### config.mk
export PLATFORM = sky130hd
export DESIGN_NAME = button_event_gen_flat
export DESIGN_NICKNAME = d
export VERILOG_FILES = /design/src/rtl/btn_pkg.sv /design/src/rtl/button_event_gen_if.sv /design/src/rtl/tick_gen.sv /design/src/rtl/button_event_gen.sv /design/src/flat_wrapper.sv
export SDC_FILE = /design/constraint.sdc
export NUM_CORES = 1
export LEC_CHECK = 0
export CORE_ASPECT_RATIO = 0.6
export CORE_MARGIN = 2
export CORE_UTILIZATION = 56
export CTS_CLUSTER_DIAMETER = 30
export DETAILED_ROUTE_END_ITERATION = 10
export DONT_BUFFER_PORTS = 1
export PLACE_DENSITY = 0.74
export SLEW_MARGIN = 20
export SYNTH_ARGS = -nofsm -noshare
export SYNTH_HDL_FRONTEND = slang
export SYNTH_HIERARCHICAL = 1
export SYNTH_SLANG_ARGS = --single-unit
### constraint.sdc
create_clock -name clk -period 1.7 [get_ports clk]
set_input_delay 0.34 -clock clk [delete_from_list [all_inputs] [get_ports clk]]
set_output_delay 0.34 -clock clk [all_outputs]
set_load 0.05 [all_outputs]
### src/rtl/btn_pkg.sv
// Shared types for the button event generator: FSM states, event codes and the
// per-cycle pulse bundle.
package btn_pkg;

  localparam int unsigned EVT_W = 3;

  typedef enum logic [2:0] {
    IDLE     = 3'd0,
    PRESSED  = 3'd1,
    WAIT2    = 3'd2,
    PRESSED2 = 3'd3,
    LONG     = 3'd4
  } btn_state_t;

  typedef enum logic [EVT_W-1:0] {
    EVT_NONE    = 3'd0,
    EVT_PRESS   = 3'd1,
    EVT_RELEASE = 3'd2,
    EVT_CLICK   = 3'd3,
    EVT_DOUBLE  = 3'd4,
    EVT_LONG    = 3'd5,
    EVT_REPEAT  = 3'd6
  } evt_code_t;

  typedef struct packed {
    logic press;
    logic rel;
    logic click;
    logic dbl;
    logic lng;
    logic rpt;
  } pulses_t;

  function automatic int unsigned max3(input int unsigned a, input int unsigned b,
                                       input int unsigned c);
    int unsigned m;
    m = (a > b) ? a : b;
    return (m > c) ? m : c;
  endfunction

endpackage

### src/rtl/button_event_gen_if.sv
// Button event bus: debounced level in, event pulses and the one-entry
// valid/ready event register out.
interface button_event_gen_if;
  import btn_pkg::*;

  logic      db;
  logic      press_p;
  logic      release_p;
  logic      click_p;
  logic      dbl_p;
  logic      long_p;
  logic      repeat_p;
  logic      held;
  logic      evt_valid;
  evt_code_t evt_code;
  logic      evt_ready;
  logic      overrun;

  modport master (
    input  db, evt_ready,
    output press_p, release_p, click_p, dbl_p, long_p, repeat_p,
           held, evt_valid, evt_code, overrun
  );

  modport slave (
    output db, evt_ready,
    input  press_p, release_p, click_p, dbl_p, long_p, repeat_p,
           held, evt_valid, evt_code, overrun
  );
endinterface

### src/rtl/tick_gen.sv
// Timing-tick prescaler: one-cycle registered pulse every M clocks,
// synchronous active-low reset.
module tick_gen #(
  parameter int unsigned M = 100_000
) (
  input  logic clk,
  input  logic reset,
  output logic tick
);
  localparam int unsigned CW = (M > 1) ? $clog2(M) : 1;
  localparam logic [CW-1:0] LAST = CW'(M - 1);

  logic [CW-1:0] r_cnt;
  logic          r_tick;

  always_ff @(posedge clk) begin
    if (!reset) begin
      r_cnt  <= '0;
      r_tick <= 1'b0;
    end else begin
      r_tick <= (r_cnt == LAST);
      r_cnt  <= (r_cnt == LAST) ? '0 : r_cnt + CW'(1);
    end
  end

  assign tick = r_tick;
endmodule

### src/rtl/button_event_gen.sv
// Classifies the debounced button level into press/release/click/double/long/
// repeat pulses and queues one coded event behind a valid/ready register.
module button_event_gen
  import btn_pkg::*;
#(
  parameter int unsigned TICK_M       = 100_000,
  parameter int unsigned LONG_TICKS   = 800,
  parameter int unsigned REPEAT_TICKS = 150,
  parameter int unsigned DOUBLE_TICKS = 250
) (
  input logic               clk,
  input logic               reset,
  button_event_gen_if.master bus
);
  localparam int unsigned CNT_W = $clog2(max3(LONG_TICKS, REPEAT_TICKS, DOUBLE_TICKS) + 1);
  localparam logic [CNT_W-1:0] CNT_MAX  = {CNT_W{1'b1}};
  localparam logic [CNT_W-1:0] LONG_END = CNT_W'(LONG_TICKS - 1);
  localparam logic [CNT_W-1:0] REP_END  = CNT_W'(REPEAT_TICKS - 1);
  localparam logic [CNT_W-1:0] DBL_END  = CNT_W'(DOUBLE_TICKS - 1);

  logic             w_tick;
  logic             w_rise;
  logic             w_fall;
  logic             w_cnt_clr;
  btn_state_t       r_state;
  btn_state_t       w_state_nxt;
  logic [CNT_W-1:0] r_cnt;
  logic [CNT_W-1:0] w_cnt_nxt;
  logic             r_db_q;
  pulses_t          r_pulse;
  pulses_t          w_pulse;
  logic             r_held;
  logic             r_evt_valid;
  logic             w_evt_valid_nxt;
  evt_code_t        r_evt_code;
  evt_code_t        w_evt_code_nxt;
  evt_code_t        w_code;
  logic             r_overrun;
  logic             w_overrun_nxt;

  tick_gen #(.M(TICK_M)) u_tick_gen (
    .clk  (clk),
    .reset(reset),
    .tick (w_tick)
  );

  assign w_rise = bus.db & ~r_db_q;
  assign w_fall = ~bus.db & r_db_q;

  // Next state and pulses; db edges beat tick-driven timeouts in the same cycle.
  always_comb begin
    w_state_nxt = r_state;
    w_pulse     = '0;
    w_cnt_clr   = 1'b0;
    w_cnt_nxt   = r_cnt;
    case (r_state)
      IDLE: begin
        if (w_rise) begin
          w_state_nxt   = PRESSED;
          w_pulse.press = 1'b1;
        end
      end
      PRESSED, PRESSED2: begin
        if (w_fall) begin
          if (r_state == PRESSED) w_state_nxt = WAIT2;
          else                    w_state_nxt = IDLE;
          w_pulse.rel = 1'b1;
        end else if (w_tick && (r_cnt == LONG_END)) begin
          w_state_nxt = LONG;
          w_pulse.lng = 1'b1;
        end
      end
      WAIT2: begin
        if (w_rise) begin
          w_state_nxt   = PRESSED2;
          w_pulse.press = 1'b1;
          w_pulse.dbl   = 1'b1;
        end else if (w_tick && (r_cnt == DBL_END)) begin
          w_state_nxt   = IDLE;
          w_pulse.click = 1'b1;
        end
      end
      LONG: begin
        if (w_fall) begin
          w_state_nxt = IDLE;
          w_pulse.rel = 1'b1;
        end else if (w_tick && (r_cnt == REP_END)) begin
          w_pulse.rpt = 1'b1;
          w_cnt_clr   = 1'b1;
        end
      end
      default: w_state_nxt = IDLE;
    endcase
    if (w_cnt_clr || (w_state_nxt != r_state)) begin
      w_cnt_nxt = '0;
    end else if (w_tick && (r_cnt != CNT_MAX)) begin
      w_cnt_nxt = r_cnt + CNT_W'(1);
    end
  end

  // Highest-priority pulse is offered to the event register; a full, stalled register drops it.
  always_comb begin
    w_code          = EVT_NONE;
    w_evt_valid_nxt = r_evt_valid;
    w_evt_code_nxt  = r_evt_code;
    w_overrun_nxt   = r_overrun;
    if      (w_pulse.dbl)   w_code = EVT_DOUBLE;
    else if (w_pulse.lng)   w_code = EVT_LONG;
    else if (w_pulse.rpt)   w_code = EVT_REPEAT;
    else if (w_pulse.click) w_code = EVT_CLICK;
    else if (w_pulse.rel)   w_code = EVT_RELEASE;
    else if (w_pulse.press) w_code = EVT_PRESS;
    if (w_code != EVT_NONE) begin
      if (!r_evt_valid || bus.evt_ready) begin
        w_evt_valid_nxt = 1'b1;
        w_evt_code_nxt  = w_code;
      end else begin
        w_overrun_nxt = 1'b1;
      end
    end else if (r_evt_valid && bus.evt_ready) begin
      w_evt_valid_nxt = 1'b0;
    end
  end

  always_ff @(posedge clk) begin
    if (!reset) begin
      r_state     <= IDLE;
      r_cnt       <= '0;
      r_db_q      <= 1'b0;
      r_pulse     <= '0;
      r_held      <= 1'b0;
      r_evt_valid <= 1'b0;
      r_evt_code  <= EVT_NONE;
      r_overrun   <= 1'b0;
    end else begin
      r_state     <= w_state_nxt;
      r_cnt       <= w_cnt_nxt;
      r_db_q      <= bus.db;
      r_pulse     <= w_pulse;
      r_held      <= (w_state_nxt == PRESSED) || (w_state_nxt == PRESSED2) ||
                     (w_state_nxt == LONG);
      r_evt_valid <= w_evt_valid_nxt;
      r_evt_code  <= w_evt_code_nxt;
      r_overrun   <= w_overrun_nxt;
    end
  end

  assign bus.press_p   = r_pulse.press;
  assign bus.release_p = r_pulse.rel;
  assign bus.click_p   = r_pulse.click;
  assign bus.dbl_p     = r_pulse.dbl;
  assign bus.long_p    = r_pulse.lng;
  assign bus.repeat_p  = r_pulse.rpt;
  assign bus.held      = r_held;
  assign bus.evt_valid = r_evt_valid;
  assign bus.evt_code  = r_evt_code;
  assign bus.overrun   = r_overrun;
endmodule

### src/flat_wrapper.sv
// flat-port wrapper written by rule: the top's interface ports become plain ports
module button_event_gen_flat import btn_pkg::*;
#(
  parameter int unsigned TICK_M       = 100_000,
  parameter int unsigned LONG_TICKS   = 800,
  parameter int unsigned REPEAT_TICKS = 150,
  parameter int unsigned DOUBLE_TICKS = 250
)
  (clk, reset, bus_db, bus_evt_ready, bus_press_p, bus_release_p, bus_click_p, bus_dbl_p, bus_long_p, bus_repeat_p, bus_held, bus_evt_valid, bus_evt_code, bus_overrun);
  button_event_gen_if bus_i ();
  input logic clk;
  input logic reset;
  input wire logic [$bits(bus_i.db)-1:0] bus_db;
  input wire logic [$bits(bus_i.evt_ready)-1:0] bus_evt_ready;
  output wire logic [$bits(bus_i.press_p)-1:0] bus_press_p;
  output wire logic [$bits(bus_i.release_p)-1:0] bus_release_p;
  output wire logic [$bits(bus_i.click_p)-1:0] bus_click_p;
  output wire logic [$bits(bus_i.dbl_p)-1:0] bus_dbl_p;
  output wire logic [$bits(bus_i.long_p)-1:0] bus_long_p;
  output wire logic [$bits(bus_i.repeat_p)-1:0] bus_repeat_p;
  output wire logic [$bits(bus_i.held)-1:0] bus_held;
  output wire logic [$bits(bus_i.evt_valid)-1:0] bus_evt_valid;
  output wire logic [$bits(bus_i.evt_code)-1:0] bus_evt_code;
  output wire logic [$bits(bus_i.overrun)-1:0] bus_overrun;
  assign bus_i.db = bus_db;
  assign bus_i.evt_ready = bus_evt_ready;
  assign bus_press_p = bus_i.press_p;
  assign bus_release_p = bus_i.release_p;
  assign bus_click_p = bus_i.click_p;
  assign bus_dbl_p = bus_i.dbl_p;
  assign bus_long_p = bus_i.long_p;
  assign bus_repeat_p = bus_i.repeat_p;
  assign bus_held = bus_i.held;
  assign bus_evt_valid = bus_i.evt_valid;
  assign bus_evt_code = bus_i.evt_code;
  assign bus_overrun = bus_i.overrun;
  button_event_gen #(.TICK_M(TICK_M), .LONG_TICKS(LONG_TICKS), .REPEAT_TICKS(REPEAT_TICKS), .DOUBLE_TICKS(DOUBLE_TICKS)) u_core (.clk(clk), .reset(reset), .bus(bus_i));
endmodule
## Word level (Yosys, flattened, before mapping)

Cells that the tools add are included.
W data, S select, Z words.

| word-level totals | value |
|---|---|
| register bits after elaboration | 44 |
| output and inout bits | 12 |
| logic and storage cells | 88 |

| cells by class | value |
|---|---|
| add/subtract/negate cells | 2 |
| equal/unequal tests | 14 |
| multiplexer cells | 30 |
| bitwise gates (word level) | 6 |
| reduce and logical (&&, ||, !) cells | 21 |

Operators by type and width:

| cell | number |
|---|---|
| $mux W3 | 11 |
| $eq A10 B8 Y1 const B | 2 |
| $add A17 B1 Y17 const B | 1 |
| $eq A17 B17 Y1 const B | 1 |
| $mux W1 | 16 |
| $pmux W3 S4 | 1 |
| $add A10 B1 Y10 const B | 1 |
| $eq A10 B10 Y1 const B | 1 |
| $ne A10 B10 Y1 const B | 1 |
| $eq A3 B2 Y1 const B | 3 |
| $reduce_or A2 Y1 | 4 |
| $eq A3 B1 Y1 const B | 2 |
| $eq A3 B3 Y1 const B | 2 |
| $reduce_and A2 Y1 | 3 |
| $logic_and A1 B1 Y1 | 5 |
| $logic_or A1 B1 Y1 | 4 |
| $mux W2 | 2 |
| $not A1 Y1 | 4 |
| $logic_not A3 Y1 | 1 |
| $ne A3 B3 Y1 | 1 |
| $reduce_bool A3 Y1 | 1 |
| $reduce_or A3 Y1 | 1 |
| $and A1 B1 Y1 | 2 |
| $ne A2 B2 Y1 const B | 1 |
| 2 further kinds | 2 |

## Longest topological paths before layout

Gate-level depths: netlist of the first run.

| logic depth | value |
|---|---|
| depth after elaboration | 13 |
| gate-level depth with buffers | 7 |
| gate-level depth less buffers | 7 |

## Cells and area by module

The synthesis of the first run kept the hierarchy.

By module, submodules not included:

| module | times used | cells an instance | area an instance (µm²) | sequential area each (µm²) |
|---|---|---|---|---|
| button_event_gen | 1 | 148 | 1298.7 | 520.5 |
| tick_gen | 1 | 88 | 799.5 | 360.3 |

## Worst setup path before layout of the first run

Ideal clock, no wire load.

| timing path | value |
|---|---|
| path kind | reg2reg |
| start | register u_core.r_cnt[0] |
| end | register u_core.r_cnt[9] |
| setup time | 79 ps |
| data arrival time | 1783 ps |
| data required time | 1621 ps |
| setup slack | -162 ps |
| stages on the path, launching flop included | 7 |
| buffers on the path | 0 |
| period minus slack after synthesis | 1862 ps |
| cell sequence | dfxtp_1 > ha_1 > and3_1 > a2111oi_0 > nand3_1 > xor2_1 > nor3_1 |

| between the ends | value |
|---|---|
| cells in the longest elaborated chain, start to end | 8 |
| elaborated cells on any way between the ends | 20 |
| classes of those cells | add/sub (1); eq/ne (5); mux (8); reduce/logical (6) |

RTL lines:

| what | line | text |
|---|---|---|
| start: declaration | button_event_gen.sv:27 | `logic [CNT_W-1:0] r_cnt;` |
| start signal: assignment | button_event_gen.sv:137 | `r_cnt <= w_cnt_nxt;` |
| $eq A10 B8 Y1 / $eq A10 B10 Y1 (equally long branches) | button_event_gen.sv:78, button_event_gen.sv:68 |  |
| $logic_and A1 B1 Y1, on equally long branches | button_event_gen.sv:78, button_event_gen.sv:68 |  |
| $mux W3, on equally long branches | button_event_gen.sv:78, button_event_gen.sv:68 |  |
| $mux W3, on equally long branches | button_event_gen.sv:74, button_event_gen.sv:64 |  |
| $pmux W3 S4 | button_event_gen.sv:56 | `case (r_state)` |
| $ne A3 B3 Y1 | button_event_gen.sv:94 | `if (w_cnt_clr \|\| (w_state_nxt != r_state)) begin` |
| $logic_or A1 B1 Y1 | button_event_gen.sv:94 |  |
| $reduce_or A2 Y1 (no line) | - |  |

Several ways; a longest one is shown, not always the timed one.
A chain may end at the register's enable or synchronous reset.

## Worst setup path in the final report of the first run

| timing path | value |
|---|---|
| start | register u_core.r_cnt[5] |
| end | register u_core.r_evt_code[1] (netlist: u_core/bus.evt_code[1]) |

| between the ends | value |
|---|---|
| cells in the longest elaborated chain, start to end | 11 |
| elaborated cells on any way between the ends | 21 |
| classes of those cells | eq/ne (3); mux (13); reduce/logical (5) |

RTL lines:

| what | line | text |
|---|---|---|
| $eq A10 B8 Y1 | button_event_gen.sv:78 | `end else if (w_tick && (r_cnt == DBL_END)) begin` |
| $logic_and A1 B1 Y1 | button_event_gen.sv:78 |  |
| $mux W1 | button_event_gen.sv:78 |  |
| $mux W1 | button_event_gen.sv:74 | `if (w_rise) begin` |
| $mux W2 | button_event_gen.sv:56 |  |
| $mux W3 | button_event_gen.sv:110 | `else if (w_pulse.click) w_code = EVT_CLICK;` |
| $mux W3 | button_event_gen.sv:109 | `else if (w_pulse.rpt) w_code = EVT_REPEAT;` |
| $mux W3 * | button_event_gen.sv:108 | `else if (w_pulse.lng) w_code = EVT_LONG;` |
| $mux W3 * | button_event_gen.sv:107 | `if (w_pulse.dbl) w_code = EVT_DOUBLE;` |
| $reduce_bool A3 Y1 | button_event_gen.sv:113 | `if (w_code != EVT_NONE) begin` |
| $reduce_and A2 Y1 (no line) | - |  |
| end signal: assignment | button_event_gen.sv:143 | `r_evt_code <= w_evt_code_nxt;` |
| end: declaration | button_event_gen.sv:35 | `evt_code_t r_evt_code;` |

Every way passes the cells marked *; elsewhere a longest branch is shown, timed or not.

==> flow_summary.toml, run 1 <==
[run_status]
status = "complete, but fails checks"
violations = "negative setup slack"

[setup_path]
critPathLaunchType = "flop"
cp_slowest_cell = "or3b_4"
end_kind = "flop"
cp_max_fo = 4
critPathKind = "flop to flop"
r2r_slack_ps = -70
r2r_cells = 7
startpoint = "u_core/r_cnt[5]"
arrival_ps = 1950
worstReg2RegStart = "u_core/r_cnt[5]"
cpMostUsedCell = "buf_4"
cp.required_ps = 1880
cp.depth = 7
critPathMaxStageDelay_ps = 410
crit_chain = "or3b_4 -> nor4_4 -> buf_4 -> nand3_4 -> buf_4 -> nand3_1 -> o22ai_2"
cp_num_buf_inv = 2
regToRegEndpoint = "u_core/bus.evt_code[1]"
cp_top_family = "simple AND/OR/NAND/NOR gates"

[clock_tree]
clock_latency_ps = 300
cts_hold_buf = 0
cts-buffers-inserted = 5
cts_tree = "yes"
cts_root_buf = "clkbuf_8"
cts_max_level = 2
clock_path_buffers = 2
clock_sinks = 44
clk_pin_slew_ps = 90

[place]
hpwl_mm = 3.479
routabilityCongestion = 0.8816
portBuffers = 0
place_inst = 312
dpl_worst_slack_ps = -95.71

[routing]
detail-route-antenna-nets = 0
vias = 1863
drt_iter0_drc = 140
wl_mm = 5.283
via_per_inst = 5.768
wire_per_inst_microns = 16.36
drc_errors = 0
drtPass1Iterations = 4

[synth]
syn_inst = 236
synth-edff-count = 0
synth-main-ff-cell = "dfxtp_1"
async_flop_share_pct = 0
synth_seq_area_share_pct = 41.98
syn_area_sq_mm = 0.002098
synth_area_per_cell_sq_um = 8.891
yosysWarnings = 6
synth_cell_types = 48
synth_nets = 243
yosys_register_bits = 44

[sta]
tightest_slew_ps = 528.9
fin_crit_sh_pct = 103.9
rsz0062_at_grt = "yes"
hold_viol = 0
finalCriticalPeriod_ps = 1766
final_max_slew_viol_count = 0
setup_slack_ps = -66.44
finalSetupViolCount = 16
hold_slack_ps = 142.5
worst_clock_skew_ps = 5.170
max_slew_margin_pct = 64.69
timing.fmax_ghz = 0.5661

[floorplan]
die_h_microns = 51.42
top_level_ports = 16
initial_core_util_pct = 57.69
die-area_sq_mm = 0.004269
core-area_sq_mm = 0.003637
num_rows = 17
fp.dieW_microns = 83.03

[finish]
fin_cells = 323
drive_above_1_share_pct = 30.43
multi_input_area_sq_mm = 0.001331
area_delta_synth_final_pct = 30.23
num-fill-cells = 245
seqCellArea_sq_um = 888.4
antenna_cells = 0
layout_commonest_cell = "dfxtp_1"
layout_common_cells = "dfxtp_1 (40), buf_4 (34), nor2_1 (30)"
fin_nets = 282

[min_path]
hold_depth = 2
hold_path_startpoint = "reset"
min_to = "u_core/r_state[2]"
holdCritPathClass = "primary input to flop"

[pwr]
leakage_uw = 0.0009712
p_per_area_mw_per_mm2 = 790.9
peakVddDrop_v = 0.0005130

[global_route]
antenna_found_initial = 0
grt_pass1_vias = 1790
grt_pass1_wl_mm = 8.459
grt_overflow = 0
grt_max_degree = 18
track_usage_pct = 25.51

[flow_run]
cap_violations = 0
==> flip-flops by register name (all words and copies together) (netlist names) <==
signal and cells:
u_core/u_tick_gen/r_cnt 17, u_core/r_cnt 10, u_core/bus.evt_code 3, u_core/r_state 3, u_core/bus.click_p 1, u_core/bus.dbl_p 1, u_core/bus.evt_valid 1, u_core/bus.held 1
u_core/bus.long_p 1, u_core/bus.overrun 1, u_core/bus.press_p 1, u_core/bus.release_p 1, u_core/bus.repeat_p 1, u_core/r_db_q 1, u_core/u_tick_gen/tick 1
==> through the flow <==
| stage | cell area [sq um] | setup TNS [ps] | utilization [%] | power (uW) |
|---|---|---|---|---|
| 6_report | 2733 | -436.9 | 75.13 | 2161 |
| 2_1_floorplan | 2126 | 0 | - | 1236 |
| 5_1_grt | 2733 | -1634 | 75.13 | 2233 |
| 3_5_place_dp | 2430 | -1415 | 66.80 | 1303 |
| 4_1_cts | 2628 | -204.1 | 72.24 | 2153 |
| 3_3_place_gp | 2430 | -749.3 | 66.80 | 1299 |
==> synth_stat cells (2+ instances only) <==
cell | instances | area [sq um]
clkbuf_1 | 2 | 7.510
xor2_1 | 9 | 78.83
o31ai_1 | 3 | 22.52
ha_1 | 3 | 37.54
o22ai_1 | 2 | 12.51
and3_1 | 3 | 18.77
nand4_1 | 6 | 37.54
or3_1 | 2 | 12.51
inv_1 | 7 | 26.28
buf_6 | 2 | 22.52
nor4bb_1 | 2 | 20.02
o21ai_0 | 3 | 15.01
a21oi_1 | 4 | 20.02
nor3_1 | 21 | 105.1
a211oi_1 | 2 | 15.01
nand2_1 | 14 | 52.55
nand3_1 | 14 | 70.07
nor2b_1 | 4 | 25.02
dfxtp_1 | 44 | 880.8
and2_1 | 3 | 18.77
nor2_1 | 31 | 116.4
nand4_2 | 2 | 25.02
xnor2_1 | 15 | 131.4
nor4_1 | 7 | 43.79
o21a_1 | 3 | 22.52
nand3b_1 | 2 | 15.01
and4_2 | 3 | 30.03
nand2b_1 | 3 | 18.77
==> report_power, final <==
| part | internal, uW | leakage, uW | total [uW] | switching (uW) |
|---|---|---|---|---|
| Clock | 481 | 0.0000614 | 846 | 366 |
| Sequential | 1050 | 0.000359 | 1110 | 57.0 |
| Combinational | 92.3 | 0.000551 | 207 | 114 |
| Total | 1620 | 0.000971 | 2160 | 537 |
==> kinds of logic (layout without fill, tap and decap cells) <==
group                    after synthesis  in the layout  synth area share [%]
adder cells (fa/ha/maj)                3              3                 1.789
flip-flops                            44             44                 41.98
buffers and inverters                 12             52                 2.922
AND/OR/NAND/NOR                      128            128                 34.17
XOR/XNOR                              24             24                 10.02
AO/OA/AOI/OAI                         25             25                 9.123
==> layout make-up <==
type / count / share of cell area [%]
Multi-Input combinational cell: 180 / 48.72
Sequential cell: 44 / 32.51
Timing Repair Buffer: 37 / 11.22
Clock buffer: 6 / 3.022
Tap cell: 47 / 2.152
Clock inverter: 2 / 1.419
Inverter: 7 / 0.9615
==> worst register-to-register path: stages (launching register included) <==
cell and delay [ps]:
dfxtp_2 320, or3b_4 410, nor4_4 260, buf_4 180, nand3_4 130, buf_4 190
nand3_1 90, o22ai_2 70
==> worst max-delay path by stage <==
stage	slack (ps)	to
CTS	-30	u_core/bus.evt_valid
global route	-140	u_core/bus.evt_code[1]
floorplan	9	u_core/r_cnt[0]
global placement	-60	u_core/r_cnt[4]
detailed placement	-100	u_core/r_cnt[0]
finish	-70	u_core/bus.evt_code[1]
==> routing by layer <==
metal | wire length, microns | track usage [%] | share of wire [%] | vias to the layer above
li1 | - | - | - | 918
met1 | 2435 | 34.27 | 46 | 862
met2 | 2408 | 39.52 | 46 | 75
met3 | 376 | 6.785 | 7.1 | 8
met4 | 62 | 10.11 | 1.2 | 0
met5 | 0 | 0 | 0 | -
==> repair_timing <==
action                                  CTS  global route
pin swaps                                 6            13
endpoints found under the setup margin   18            20
buffers inserted                          1             2
resized for setup                        12            22
Power figures use the tool's default switching activity.
==> run 2, diff against run 1 <==
- CORE_ASPECT_RATIO: 0.6 -> not set
- CORE_MARGIN: 2 -> 4
- CORE_UTILIZATION: 56 -> 59
- PLACE_DENSITY: 0.74 -> 0.75
- clock period: 1.7 -> 2.3 ns (I/O delays scaled with it)
==> run 2 against run 1 <==
  * The flow now finishes without violations
  * Clock-buffer cell count unchanged
  * Core utilization is 9.6 points lower
  * Final cell count decreased by 11%
  * Clock skew increased by 5.0 ps
  * Maximum frequency is 13% lower
  * Highest routed layer unchanged
  * Setup slack gained 330 ps
  * Sequential share of layout area is 7.2 points higher
  * Routed wire length fell by 26%
  * Largest power group unchanged
  * Flip-flop and latch count is the same
  * Hold slack better by 77 ps
  * First-iteration DRC count up 36%
  * Via count shrank 9.3%
==> flow_summary.toml, run 2 (synthesized netlist as in run 1, its figures left out) <==
[routing]
wire_per_inst_microns = 13.70
drtPass1Iterations = 4
drt_iter0_drc = 190
wl_mm = 3.932
drc_errors = 0
via_per_inst = 5.885
vias = 1689
detail-route-antenna-nets = 0

[clock_tree]
clock_path_buffers = 2
clock_sinks = 44
postCtsSetupBuffers = 0
cts_tree = "yes"
clk_pin_slew_ps = 120
clock_latency_ps = 350
cts_max_level = 2
cts-buffers-inserted = 5
cts_root_buf = "clkbuf_4"

[floorplan]
initial_core_util_pct = 61.90
num_rows = 21
top_level_ports = 16
core-area_sq_mm = 0.003390
die-area_sq_mm = 0.004574
die_h_microns = 67.64
fp.dieW_microns = 67.64

[min_path]
holdCritPathClass = "primary input to flop"

[flow_run]
cap_violations = 0

[pwr]
clkPwrFrac_pct = 33.8
sw_frac_of_total_pct = 24.55
leakage_uw = 0.0007361
seq_power_share_pct = 60.3
share_comb_of_total_power_pct = 5.9
p_sw_uw = 337.6
p_int_uw = 1037
p_per_area_mw_per_mm2 = 619.5
peakVddDrop_v = 0.0004214

[finish]
num-fill-cells = 289
layout_commonest_cell = "dfxtp_1"
fin_nets = 247
regMostFlops = "u_core/u_tick_gen/r_cnt"
area_delta_synth_final_pct = 5.784
antenna_cells = 0
drive_above_1_share_pct = 10.37
layout_common_cells = "dfxtp_1 (44), nor2_1 (31), nor3_1 (21)"
top_regs = "u_core/u_tick_gen/r_cnt x17, u_core/r_cnt x10"
largest_reg_flops = 17

[setup_path]
critPathKind = "flop to flop"
crit_chain = "or3b_4 -> nor4_4 -> nor3_1 -> nor2_2 -> nor3_1"
cp.required_ps = 2530
critPathMaxStageDelay_ps = 460
critPathLaunchType = "flop"
cpMostUsedCell = "nor3_1"
cp_slowest_cell = "dfxtp_1"
end_kind = "flop"
cp_max_fo = 10
arrival_ps = 2270
cp_num_buf_inv = 0
cp_top_family = "simple AND/OR/NAND/NOR gates"

[global_route]
grt_pass1_vias = 1607
grt_pass1_wl_mm = 6.913
grt_max_degree = 18
grt_overflow = 0
antenna_found_initial = 0
track_usage_pct = 19.83

[sta]
hold_viol = 0
tightest_slew_ps = 584.3
max_slew_margin_pct = 60.95
fin_crit_sh_pct = 88.69
hold_slack_ps = 219.7
timing.fmax_ghz = 0.4902
worst_clock_skew_ps = 10.21
final_max_slew_viol_count = 0
rsz0062_at_grt = "no"
finalSetupTns_ps = 0
finalSetupViolCount = 0
finalCriticalPeriod_ps = 2040

[place]
routabilityCongestion = 0.8491
portBuffers = 0
hpwl_mm = 2.763

[run_status]
status = "complete, no violations"
==> run 2: cell count changes in the layout (fill, tap and decap cells not counted), moves of 3 or more <==
cell	before	now
buf_4	34	2
clkbuf_8	6	0
clkbuf_4	0	5
dfxtp_1	40	44
nor3_1	17	21
dfxtp_2	3	0
nor3_2	3	0
o31ai_1	0	3
==> run 2: repair_timing <==
item,CTS,global route
endpoints found under the setup margin,0,8
resized for setup,0,2
hold buffers,0,0
==> run 2: through the flow <==
step / util (%) / cell area [sq um] / worst slack, ps / instances / power, uW
6_report: 65.49 / 2220 / 260.0 / 287 / 1375
4_1_cts: 65.26 / 2212 / 189.4 / 287 / 1391
3_5_place_dp: 63.01 / 2136 / 212.4 / 279 / 927.4
3_3_place_gp: 63.01 / 2136 / 338.0 / 279 / 925.7
5_1_grt: 65.49 / 2220 / 66.85 / 287 / 1437
2_1_floorplan: - / 2098 / 438.0 / 236 / 912.8
==> run 2: path summary, 6_finish.rpt <==
check,from,end,slack (ps),cells past startpoint
setup / recovery,u_core/r_cnt[4],u_core/r_cnt[8],260,5
hold / removal,reset,u_core/r_state[2],220,2
setup reg to reg,u_core/r_cnt[4],u_core/r_cnt[8],260,5
hold reg to reg,u_core/u_tick_gen/r_cnt[0],u_core/u_tick_gen/r_cnt[0],510,1
==> run 2: power groups by stage <==
stage               Sequential, uW  Combinational, uW  Clock [uW]
global placement               846               79.4           0
finish                         829               81.2         465
global route                   833               92.8         511
floorplan                      838               75.3           0
detailed placement             847               80.8           0
CTS                            829               81.7         480
==> run 2: layout make-up <==
| type | instances | area [sq um] | share of cell area (%) |
|---|---|---|---|
| clock buffers | 6 | 41.29 | 1.860 |
| well taps | 46 | 57.56 | 2.593 |
| flip-flops and latches | 44 | 880.8 | 39.68 |
| repair buffers | 2 | 15.01 | 0.6764 |
| clock inverters | 2 | 35.03 | 1.578 |
| inverters | 7 | 26.28 | 1.184 |
| multi-input cells | 180 | 1164 | 52.42 |
==> run 2: per-layer routing <==
layer / GRT usage, % / share of wire (%)
met4: 9.873 / 2.4
met1: 24.21 / 45
met5: 0 / 0
met3: 4.326 / 3.1
met2: 32.69 / 50
